<file path="config.mk">
export PLATFORM = sky130hd
export DESIGN_NAME = dds_phase_gen_flat
export DESIGN_NICKNAME = d
export VERILOG_FILES = /design/src/rtl/dds_pkg.sv /design/src/rtl/dds_phase_gen_if.sv /design/src/rtl/dds_wave_shaper.sv /design/src/rtl/dds_phase_gen.sv /design/src/flat_wrapper.sv
export SDC_FILE = /design/constraint.sdc
export NUM_CORES = 1
export LEC_CHECK = 0
export CORE_ASPECT_RATIO = 0.5
export CORE_MARGIN = 4
export CORE_UTILIZATION = 55
export CTS_CLUSTER_SIZE = 28
export DETAILED_ROUTE_END_ITERATION = 6
export GPL_TIMING_DRIVEN = 0
export PLACE_DENSITY = 0.76
export SLEW_MARGIN = 20
export SYNTH_ARGS = -nofsm -noshare
export SYNTH_HDL_FRONTEND = slang
export SYNTH_SLANG_ARGS = --single-unit
</file>
<file path="constraint.sdc">
create_clock -name clkin -period 5.05 [get_ports clkin]
set_clock_uncertainty 0.05 [all_clocks]
set_input_delay 0.505 -clock clkin [delete_from_list [all_inputs] [get_ports clkin]]
set_output_delay 0.505 -clock clkin [all_outputs]
set_load 0.05 [all_outputs]
</file>
<file path="src/rtl/dds_pkg.sv">
// Shared constants and types for the DDS phase generator: waveform mode codes,
// default widths, the configuration record and the config-update state encoding.
package dds_pkg;

    localparam logic [1:0] MODE_SINE   = 2'd0;
    localparam logic [1:0] MODE_SQUARE = 2'd1;
    localparam logic [1:0] MODE_SAW    = 2'd2;
    localparam logic [1:0] MODE_TRI    = 2'd3;

    localparam int ACC_W_DEF  = 32;
    localparam int ADDR_W_DEF = 10;
    localparam int DATA_W_DEF = 8;
    localparam int AMP_W_DEF  = 4;
    localparam int DIV_W_DEF  = 16;

    typedef struct packed {
        logic [ACC_W_DEF-1:0]  ftw;
        logic [ADDR_W_DEF-1:0] pow;
        logic [AMP_W_DEF-1:0]  amp;
        logic [1:0]            mode;
    } dds_cfg_t;

    typedef enum logic [1:0] {
        CFG_IDLE  = 2'd0,
        CFG_APPLY = 2'd1,
        CFG_PEND  = 2'd2
    } cfg_state_e;

endpackage

</file>
<file path="src/rtl/dds_phase_gen_if.sv">
// Configuration channel from the key/display front end into the phase generator.
// Handshake: a word transfers on the clock edge where cfg_valid && cfg_ready; the
// master holds all cfg_* fields stable while cfg_valid is high and not yet accepted.
interface dds_phase_gen_if #(
    parameter int ACC_W  = 32,
    parameter int ADDR_W = 10,
    parameter int AMP_W  = 4
);
    logic              cfg_valid;
    logic              cfg_ready;
    logic [ACC_W-1:0]  cfg_ftw;
    logic [ADDR_W-1:0] cfg_pow;
    logic [AMP_W-1:0]  cfg_amp;
    logic [1:0]        cfg_mode;
    logic              cfg_sync;

    modport master (
        output cfg_valid, cfg_ftw, cfg_pow, cfg_amp, cfg_mode, cfg_sync,
        input  cfg_ready
    );

    modport slave (
        input  cfg_valid, cfg_ftw, cfg_pow, cfg_amp, cfg_mode, cfg_sync,
        output cfg_ready
    );
endinterface

</file>
<file path="src/rtl/dds_wave_shaper.sv">
// Final pipeline stage: turns the carried phase (top DATA_W+1 bits) or the ROM word
// into the selected waveform, scales it by amp+1 and registers the DAC sample.
module dds_wave_shaper
    import dds_pkg::*;
#(
    parameter int DATA_W = DATA_W_DEF,
    parameter int AMP_W  = AMP_W_DEF
) (
    input  logic              clkin,
    input  logic              rst_n,
    input  logic              valid_i,
    input  logic [1:0]        mode_i,
    input  logic [AMP_W-1:0]  amp_i,
    input  logic [DATA_W:0]   phase_i,
    input  logic [DATA_W-1:0] rom_q_i,
    output logic [DATA_W-1:0] out_data_o,
    output logic              out_valid_o
);

    localparam int PW = DATA_W + AMP_W + 1;

    logic [DATA_W-1:0] raw;
    logic [PW-1:0]     prod;
    logic [DATA_W-1:0] scaled;
    logic [AMP_W-1:0]  frac_unused;
    logic              guard_unused;
    logic [DATA_W-1:0] out_data_q;
    logic              out_valid_q;

    always_comb begin
        raw = '0;
        case (mode_i)
            MODE_SINE:   raw = rom_q_i;
            MODE_SQUARE: raw = {DATA_W{phase_i[DATA_W]}};
            MODE_SAW:    raw = phase_i[DATA_W:1];
            default:     raw = phase_i[DATA_W] ? ~phase_i[DATA_W-1:0] : phase_i[DATA_W-1:0];
        endcase
        // amp = all-ones multiplies by 2^AMP_W, so the shift gives unity gain
        prod = PW'(raw) * (PW'(amp_i) + PW'(1));
        {guard_unused, scaled, frac_unused} = prod;
    end

    always_ff @(posedge clkin or negedge rst_n) begin
        if (!rst_n) begin
            out_data_q  <= '0;
            out_valid_q <= 1'b0;
        end else begin
            out_valid_q <= valid_i;
            if (valid_i) begin
                out_data_q <= scaled;
            end
        end
    end

    assign out_data_o  = out_data_q;
    assign out_valid_o = out_valid_q;

endmodule

</file>
<file path="src/rtl/dds_phase_gen.sv">
// DDS phase generator: divided sample tick, binary phase accumulator with offset,
// 3-clock ROM/shaper pipeline, and immediate or wrap-synchronous reconfiguration.
module dds_phase_gen
    import dds_pkg::*;
#(
    parameter int ACC_W  = ACC_W_DEF,
    parameter int ADDR_W = ADDR_W_DEF,
    parameter int DATA_W = DATA_W_DEF,
    parameter int AMP_W  = AMP_W_DEF,
    parameter int DIV_W  = DIV_W_DEF
) (
    input  logic              clkin,
    input  logic              rst_n,
    dds_phase_gen_if.slave    cfg,
    input  logic [DIV_W-1:0]  sample_div,
    output logic [ADDR_W-1:0] rom_addr,
    input  logic [DATA_W-1:0] rom_q,
    output logic [DATA_W-1:0] out_data,
    output logic              out_valid,
    output logic              wrap,
    output cfg_state_e        dbg_state_o
);

    // Only the top PT_W bits of the offset phase are ever consumed downstream.
    localparam int PT_W = (ADDR_W > DATA_W + 1) ? ADDR_W : DATA_W + 1;

    typedef struct packed {
        logic [ACC_W-1:0]  ftw;
        logic [ADDR_W-1:0] pow;
        logic [AMP_W-1:0]  amp;
        logic [1:0]        mode;
    } cfg_rec_t;

    localparam cfg_rec_t CFG_RESET = '{ftw: '0, pow: '0, amp: '1, mode: MODE_SINE};

    cfg_rec_t          act_q, shadow_q;
    cfg_state_e        state_q;
    logic              cfg_ready_q;
    logic [ACC_W-1:0]  acc_q, acc_d;
    logic              acc_carry;
    logic [DIV_W-1:0]  div_cnt_q, div_cnt_d;
    logic              wrap_q;
    logic              tick;
    logic [PT_W-1:0]   p_top;
    logic [ADDR_W-1:0] addr_q;
    logic [DATA_W:0]   ph1_q, ph2_q;
    logic              v1_q, v2_q;

    // >= rather than == so that lowering sample_div below the count ticks at once
    assign tick      = div_cnt_q >= sample_div;
    assign div_cnt_d = tick ? '0 : div_cnt_q + DIV_W'(1);
    assign {acc_carry, acc_d} = {1'b0, acc_q} + {1'b0, act_q.ftw};
    assign p_top = acc_q[ACC_W-1 -: PT_W] + (PT_W'(act_q.pow) << (PT_W - ADDR_W));

    always_ff @(posedge clkin or negedge rst_n) begin
        if (!rst_n) begin
            acc_q       <= '0;
            div_cnt_q   <= '0;
            wrap_q      <= 1'b0;
            act_q       <= CFG_RESET;
            shadow_q    <= CFG_RESET;
            state_q     <= CFG_IDLE;
            cfg_ready_q <= 1'b1;
        end else begin
            div_cnt_q <= div_cnt_d;
            wrap_q    <= tick & acc_carry;
            if (tick) begin
                acc_q <= acc_d;
            end
            case (state_q)
                CFG_IDLE: begin
                    if (cfg.cfg_valid && cfg_ready_q) begin
                        shadow_q    <= '{ftw: cfg.cfg_ftw, pow: cfg.cfg_pow,
                                         amp: cfg.cfg_amp, mode: cfg.cfg_mode};
                        cfg_ready_q <= 1'b0;
                        state_q     <= cfg.cfg_sync ? CFG_PEND : CFG_APPLY;
                    end
                end
                CFG_APPLY: begin
                    act_q       <= shadow_q;
                    acc_q       <= '0;
                    cfg_ready_q <= 1'b1;
                    state_q     <= CFG_IDLE;
                end
                CFG_PEND: begin
                    // Swap on the carrying tick; acc keeps its sum, so phase is continuous.
                    if (tick && acc_carry) begin
                        act_q       <= shadow_q;
                        cfg_ready_q <= 1'b1;
                        state_q     <= CFG_IDLE;
                    end
                end
                default: begin
                    cfg_ready_q <= 1'b1;
                    state_q     <= CFG_IDLE;
                end
            endcase
        end
    end

    always_ff @(posedge clkin or negedge rst_n) begin
        if (!rst_n) begin
            addr_q <= '0;
            ph1_q  <= '0;
            ph2_q  <= '0;
            v1_q   <= 1'b0;
            v2_q   <= 1'b0;
        end else begin
            v1_q  <= tick;
            v2_q  <= v1_q;
            ph2_q <= ph1_q;
            if (tick) begin
                addr_q <= p_top[PT_W-1 -: ADDR_W];
                ph1_q  <= p_top[PT_W-1 -: DATA_W+1];
            end
        end
    end

    dds_wave_shaper #(
        .DATA_W (DATA_W),
        .AMP_W  (AMP_W)
    ) u_shaper (
        .clkin       (clkin),
        .rst_n       (rst_n),
        .valid_i     (v2_q),
        .mode_i      (act_q.mode),
        .amp_i       (act_q.amp),
        .phase_i     (ph2_q),
        .rom_q_i     (rom_q),
        .out_data_o  (out_data),
        .out_valid_o (out_valid)
    );

    assign cfg.cfg_ready = cfg_ready_q;
    assign rom_addr      = addr_q;
    assign wrap          = wrap_q;
    assign dbg_state_o   = state_q;

endmodule

</file>
<file path="src/flat_wrapper.sv">
// flat-port wrapper written by rule: the top's interface ports become plain ports
module dds_phase_gen_flat import dds_pkg::*;
#(
    parameter int ACC_W  = ACC_W_DEF,
    parameter int ADDR_W = ADDR_W_DEF,
    parameter int DATA_W = DATA_W_DEF,
    parameter int AMP_W  = AMP_W_DEF,
    parameter int DIV_W  = DIV_W_DEF
)
  (clkin, rst_n, sample_div, rom_addr, rom_q, out_data, out_valid, wrap, dbg_state_o, cfg_cfg_valid, cfg_cfg_ftw, cfg_cfg_pow, cfg_cfg_amp, cfg_cfg_mode, cfg_cfg_sync, cfg_cfg_ready);
  dds_phase_gen_if #(.ACC_W(ACC_W), .ADDR_W(ADDR_W), .AMP_W(AMP_W)) cfg_i ();
  input  logic clkin;
  input  logic rst_n;
  input  logic [DIV_W-1:0] sample_div;
  output logic [ADDR_W-1:0] rom_addr;
  input  logic [DATA_W-1:0] rom_q;
  output logic [DATA_W-1:0] out_data;
  output logic out_valid;
  output logic wrap;
  output cfg_state_e dbg_state_o;
  input wire logic [$bits(cfg_i.cfg_valid)-1:0] cfg_cfg_valid;
  input wire logic [$bits(cfg_i.cfg_ftw)-1:0] cfg_cfg_ftw;
  input wire logic [$bits(cfg_i.cfg_pow)-1:0] cfg_cfg_pow;
  input wire logic [$bits(cfg_i.cfg_amp)-1:0] cfg_cfg_amp;
  input wire logic [$bits(cfg_i.cfg_mode)-1:0] cfg_cfg_mode;
  input wire logic [$bits(cfg_i.cfg_sync)-1:0] cfg_cfg_sync;
  output wire logic [$bits(cfg_i.cfg_ready)-1:0] cfg_cfg_ready;
  assign cfg_i.cfg_valid = cfg_cfg_valid;
  assign cfg_i.cfg_ftw = cfg_cfg_ftw;
  assign cfg_i.cfg_pow = cfg_cfg_pow;
  assign cfg_i.cfg_amp = cfg_cfg_amp;
  assign cfg_i.cfg_mode = cfg_cfg_mode;
  assign cfg_i.cfg_sync = cfg_cfg_sync;
  assign cfg_cfg_ready = cfg_i.cfg_ready;
  dds_phase_gen #(.ACC_W(ACC_W), .ADDR_W(ADDR_W), .DATA_W(DATA_W), .AMP_W(AMP_W), .DIV_W(DIV_W)) u_core (.clkin(clkin), .rst_n(rst_n), .cfg(cfg_i), .sample_div(sample_div), .rom_addr(rom_addr), .rom_q(rom_q), .out_data(out_data), .out_valid(out_valid), .wrap(wrap), .dbg_state_o(dbg_state_o));
endmodule
</file>
==> impl_metrics.toml <==
[yosys]
synthArstFlopShare_pct = 100
ys_seq_area_share_pct = 37.7
yosysTopAreaCell = "dfrtp_1"
synthFlopType = "dfrtp_1"
yosys_warnings = 0
mappedNetlistArea_sq_um = 11900
synth_nets = 1406
ys_ff_latch = 178
synth.area.top_cells = "dfrtp_1 36%, ha_1 8.1%, mux2_2 4.9%"
synth_top_cell_area_share_pct = 35.7
ys_types = 60
syn_inst = 1235
syn_avg_cell_area_sq_um = 9.60
synth_edf_count = 0

[timing]
post-route-period-util_pct = 95.3
relSlewSlack_pct = 41.0
finalHoldViolCount = 12
rsz0062_at_grt = "no"
fin_ws_ns = 0.238
finalSetupViolations = 0
drv_slew = 0
timing.hold.ws_ns = -0.0180
worstMarginPinSlew_ns = 0.886
period_minus_slack_ns = 4.81
fmax_mhz = 208

[grt]
grt_pass1_vias = 10400
overflow = 0
antenna_found_initial = 0
track_usage_pct = 26.2
grt_pass1_wl_mm = 51.7
grt_max_degree = 98

[placed_design]
finalWeightedCongestion = 0.915
hpwl_mm = 23.0
place_inst = 1626
preCtsSetupSlack_ns = -0.137
place_area_sq_um = 13200
port_buffers = 98

[finish]
n_antenna_cell = 0
syn_to_final_growth_pct = 16.7
final_nets = 1523
drive_gt1_share_pct = 9.96
final_cells = 1657
finalInstanceArea_sq_um = 13800

[routing]
first_pass_iters = 5
wirelength_mm = 31.9
via_per_inst = 6.24
drtIter0Drc = 858
drtAntennaViolNets = 0
vias = 10300
wire_per_inst_um = 19.3
drc = 0

[setup_path]
cp_num_buf_inv = 1
r2r_cells = 14
worstReg2RegStart = "u_core.act_q[2]"
path_cells = "ha_1 > xnor2_1 > or2_2 > fa_1 > fa_1 > fa_1 > inv_1 > ha_1 > a21oi_1 > o41a_1 > o21ai_1 > o21a_1 > or3_1 > a31o_1"
slowest_delay_ns = 0.57
worstSetupEndpointType = "flop"
timing.rr.end = "u_core.u_shaper.out_data_o[5]"
crit_family = "adder cells"
cp-startpoint = "u_core.act_q[2]"
critPathSlowestCell = "dfstp_2"
worst-endpoint-arrival_ns = 5.10
crit_top_cell = "fa_1"
crit_cells = 14
cp_max_fo = 8
ff2ff_setup_slack_ns = 0.24
start_kind = "flop"
path_class = "reg2reg"
required_ns = 5.34

[clock_tree]
cts_tree = "built"
numCtsBuffers = 17
clk_latency_ns = 0.45
htree_num_levels = 4
cts_hold_buf = 0
path_clk_slew_ns = 0.07
clockRootBuffer = "clkbuf_16"
numClockSinks = 178
clockBufferDepth = 2

[power]
power.density_nw_per_um2 = 780
intPower_mw = 5.64
combPwrFrac_pct = 63.9
seqPwrFrac_pct = 24.0
peakVddDrop_mv = 0.410
swShare_pct = 47.8
switchingPower_mw = 5.15
clkPwrFrac_pct = 12.1
p_leak_nw = 5.66

[floorplan]
start_util_pct = 56.8
rows = 37
fp.dieW_um = 216
dieArea_sq_um = 24100
io_pins = 99
fp.coreArea_sq_um = 20900
die_y_um = 112

[status]
outcome = "complete, but fails checks"
violations = "negative hold slack"

[flow_run]
cap_violations = 0

[worst_hold_path]
hp-class = "in2async"
## area by class of cell
| class | instances | area [sq um] |
|---|---|---|
| plain buffers | 75 | 300 |
| inverters | 63 | 236 |
| clock inverters | 13 | 114 |
| clock buffers | 19 | 453 |
| well taps | 292 | 365 |
| repair buffers | 101 | 1030 |
| multi-input cells | 916 | 6870 |
| flip-flops and latches | 178 | 4470 |
| fillers | 1667 | 7040 |
## how the worst max path moves through the flow
stage | end
after CTS | u_core.u_shaper.out_data_o[5]
after floorplan | u_core.u_shaper.out_data_o[5]
final | u_core.u_shaper.out_data_o[5]
after global placement | u_core.u_shaper.out_data_o[0]
after detailed placement | u_core.u_shaper.out_data_o[5]
after global routing | u_core.u_shaper.out_data_o[5]
## layout by cell type, fill, tap and decap left out, types with 50 or more instances in the layout
cell type        instances
nor2_1                  78
inv_1                   62
ha_1                    77
a21oi_1                 72
nand2_1                133
dfrtp_1                167
clkdlybuf4s50_1         97
mux2_2                  52
mux2i_1                 50
clkbuf_1                56
o211ai_1                51
## worst reg2reg max path, delay by kind of cell (launching register included)
kind            cells  cell delay (ns)
fa+ha+maj           5             2.11
compound gates      5             1.03
simple gates        2             0.67
flops               1             0.57
xor+xnor            1             0.23
buf+inv             1             0.05
## cell usage after synthesis, types with 2 or more instances
library cell,instances
o21ai_0,20
or4_1,2
xnor2_1,39
o31ai_1,4
buf_2,13
or2_2,10
and2_1,4
o22ai_1,3
a221o_1,49
nand4_1,9
ha_1,77
a211oi_1,12
buf_1,4
dfrtp_1,169
a2111oi_0,2
nand2b_1,13
a21o_1,20
o221ai_1,49
dfstp_2,9
clkbuf_1,61
mux2i_1,50
inv_1,62
or3_1,5
o211ai_1,51
a21oi_1,76
fa_1,18
a211o_1,3
o21ai_1,18
a31oi_1,10
nor3_1,15
xor2_1,21
nand2_1,133
nand3_1,24
o311ai_0,2
nor2_1,78
o21a_1,5
mux2_2,52
and3_1,8
nor2b_1,7
o21bai_1,4
nor4_1,5
## registers in the layout (all words and copies together), names as in the netlist, 2 cells and up
name,count
u_core.shadow_q,48
u_core.acc_q,32
u_core.ph2_q,9
u_core.dbg_state_o,2
u_core.u_shaper.out_data_o,8
u_core.div_cnt_q,16
u_core.act_q,48
u_core.ph1_q,9
## cell families (layout without fill, tap and decap cells)
logic type / after synthesis / after routing / share of synthesized area, %
AO/OA/AOI/OAI: 342 / 342 / 21.0
XOR/XNOR: 60 / 60 / 4.43
multiplexers: 102 / 102 / 9.16
buffers and inverters: 141 / 271 / 4.60
adder cells (fa/ha/maj): 95 / 95 / 11.2
AND/OR/NAND/NOR: 317 / 317 / 12.0
flip-flops: 178 / 178 / 37.7
## per-layer routing
metal | routed length [um] | track usage, % | part of all wire (%)
met1 | 14000 | 35.1 | 44
met2 | 15100 | 43.1 | 47
met3 | 2210 | 5.32 | 6.9
met4 | 583 | 8.62 | 1.8
met5 | 0 | 0 | 0
## power groups by stage
stage / Sequential, mW / Combinational, mW / Clock, mW
floorplan: 2.67 / 5.06 / 0
global placement: 2.54 / 6.52 / 0
detailed placement: 2.57 / 6.75 / 0
CTS: 2.55 / 6.84 / 1.31
global route: 2.66 / 7.78 / 1.38
finish: 2.59 / 6.90 / 1.31
## stage by stage
stage          setup TNS (ns)  utilization, %  power (mW)
2_1_floorplan               0               -        7.74
3_3_place_gp          -652.19            63.2        9.06
3_5_place_dp           -0.137            63.4        9.32
4_1_cts                     0            66.2        10.7
5_1_grt                     0            66.3        11.8
6_report                    0            66.3        10.8
## what timing repair did
item	in CTS	in global routing
resized for setup	5	6
pin swaps	0	1
gates cloned	0	0
setup endpoints to repair	2	4
buffers inserted	0	2
(Power assumes the default switching activity.)
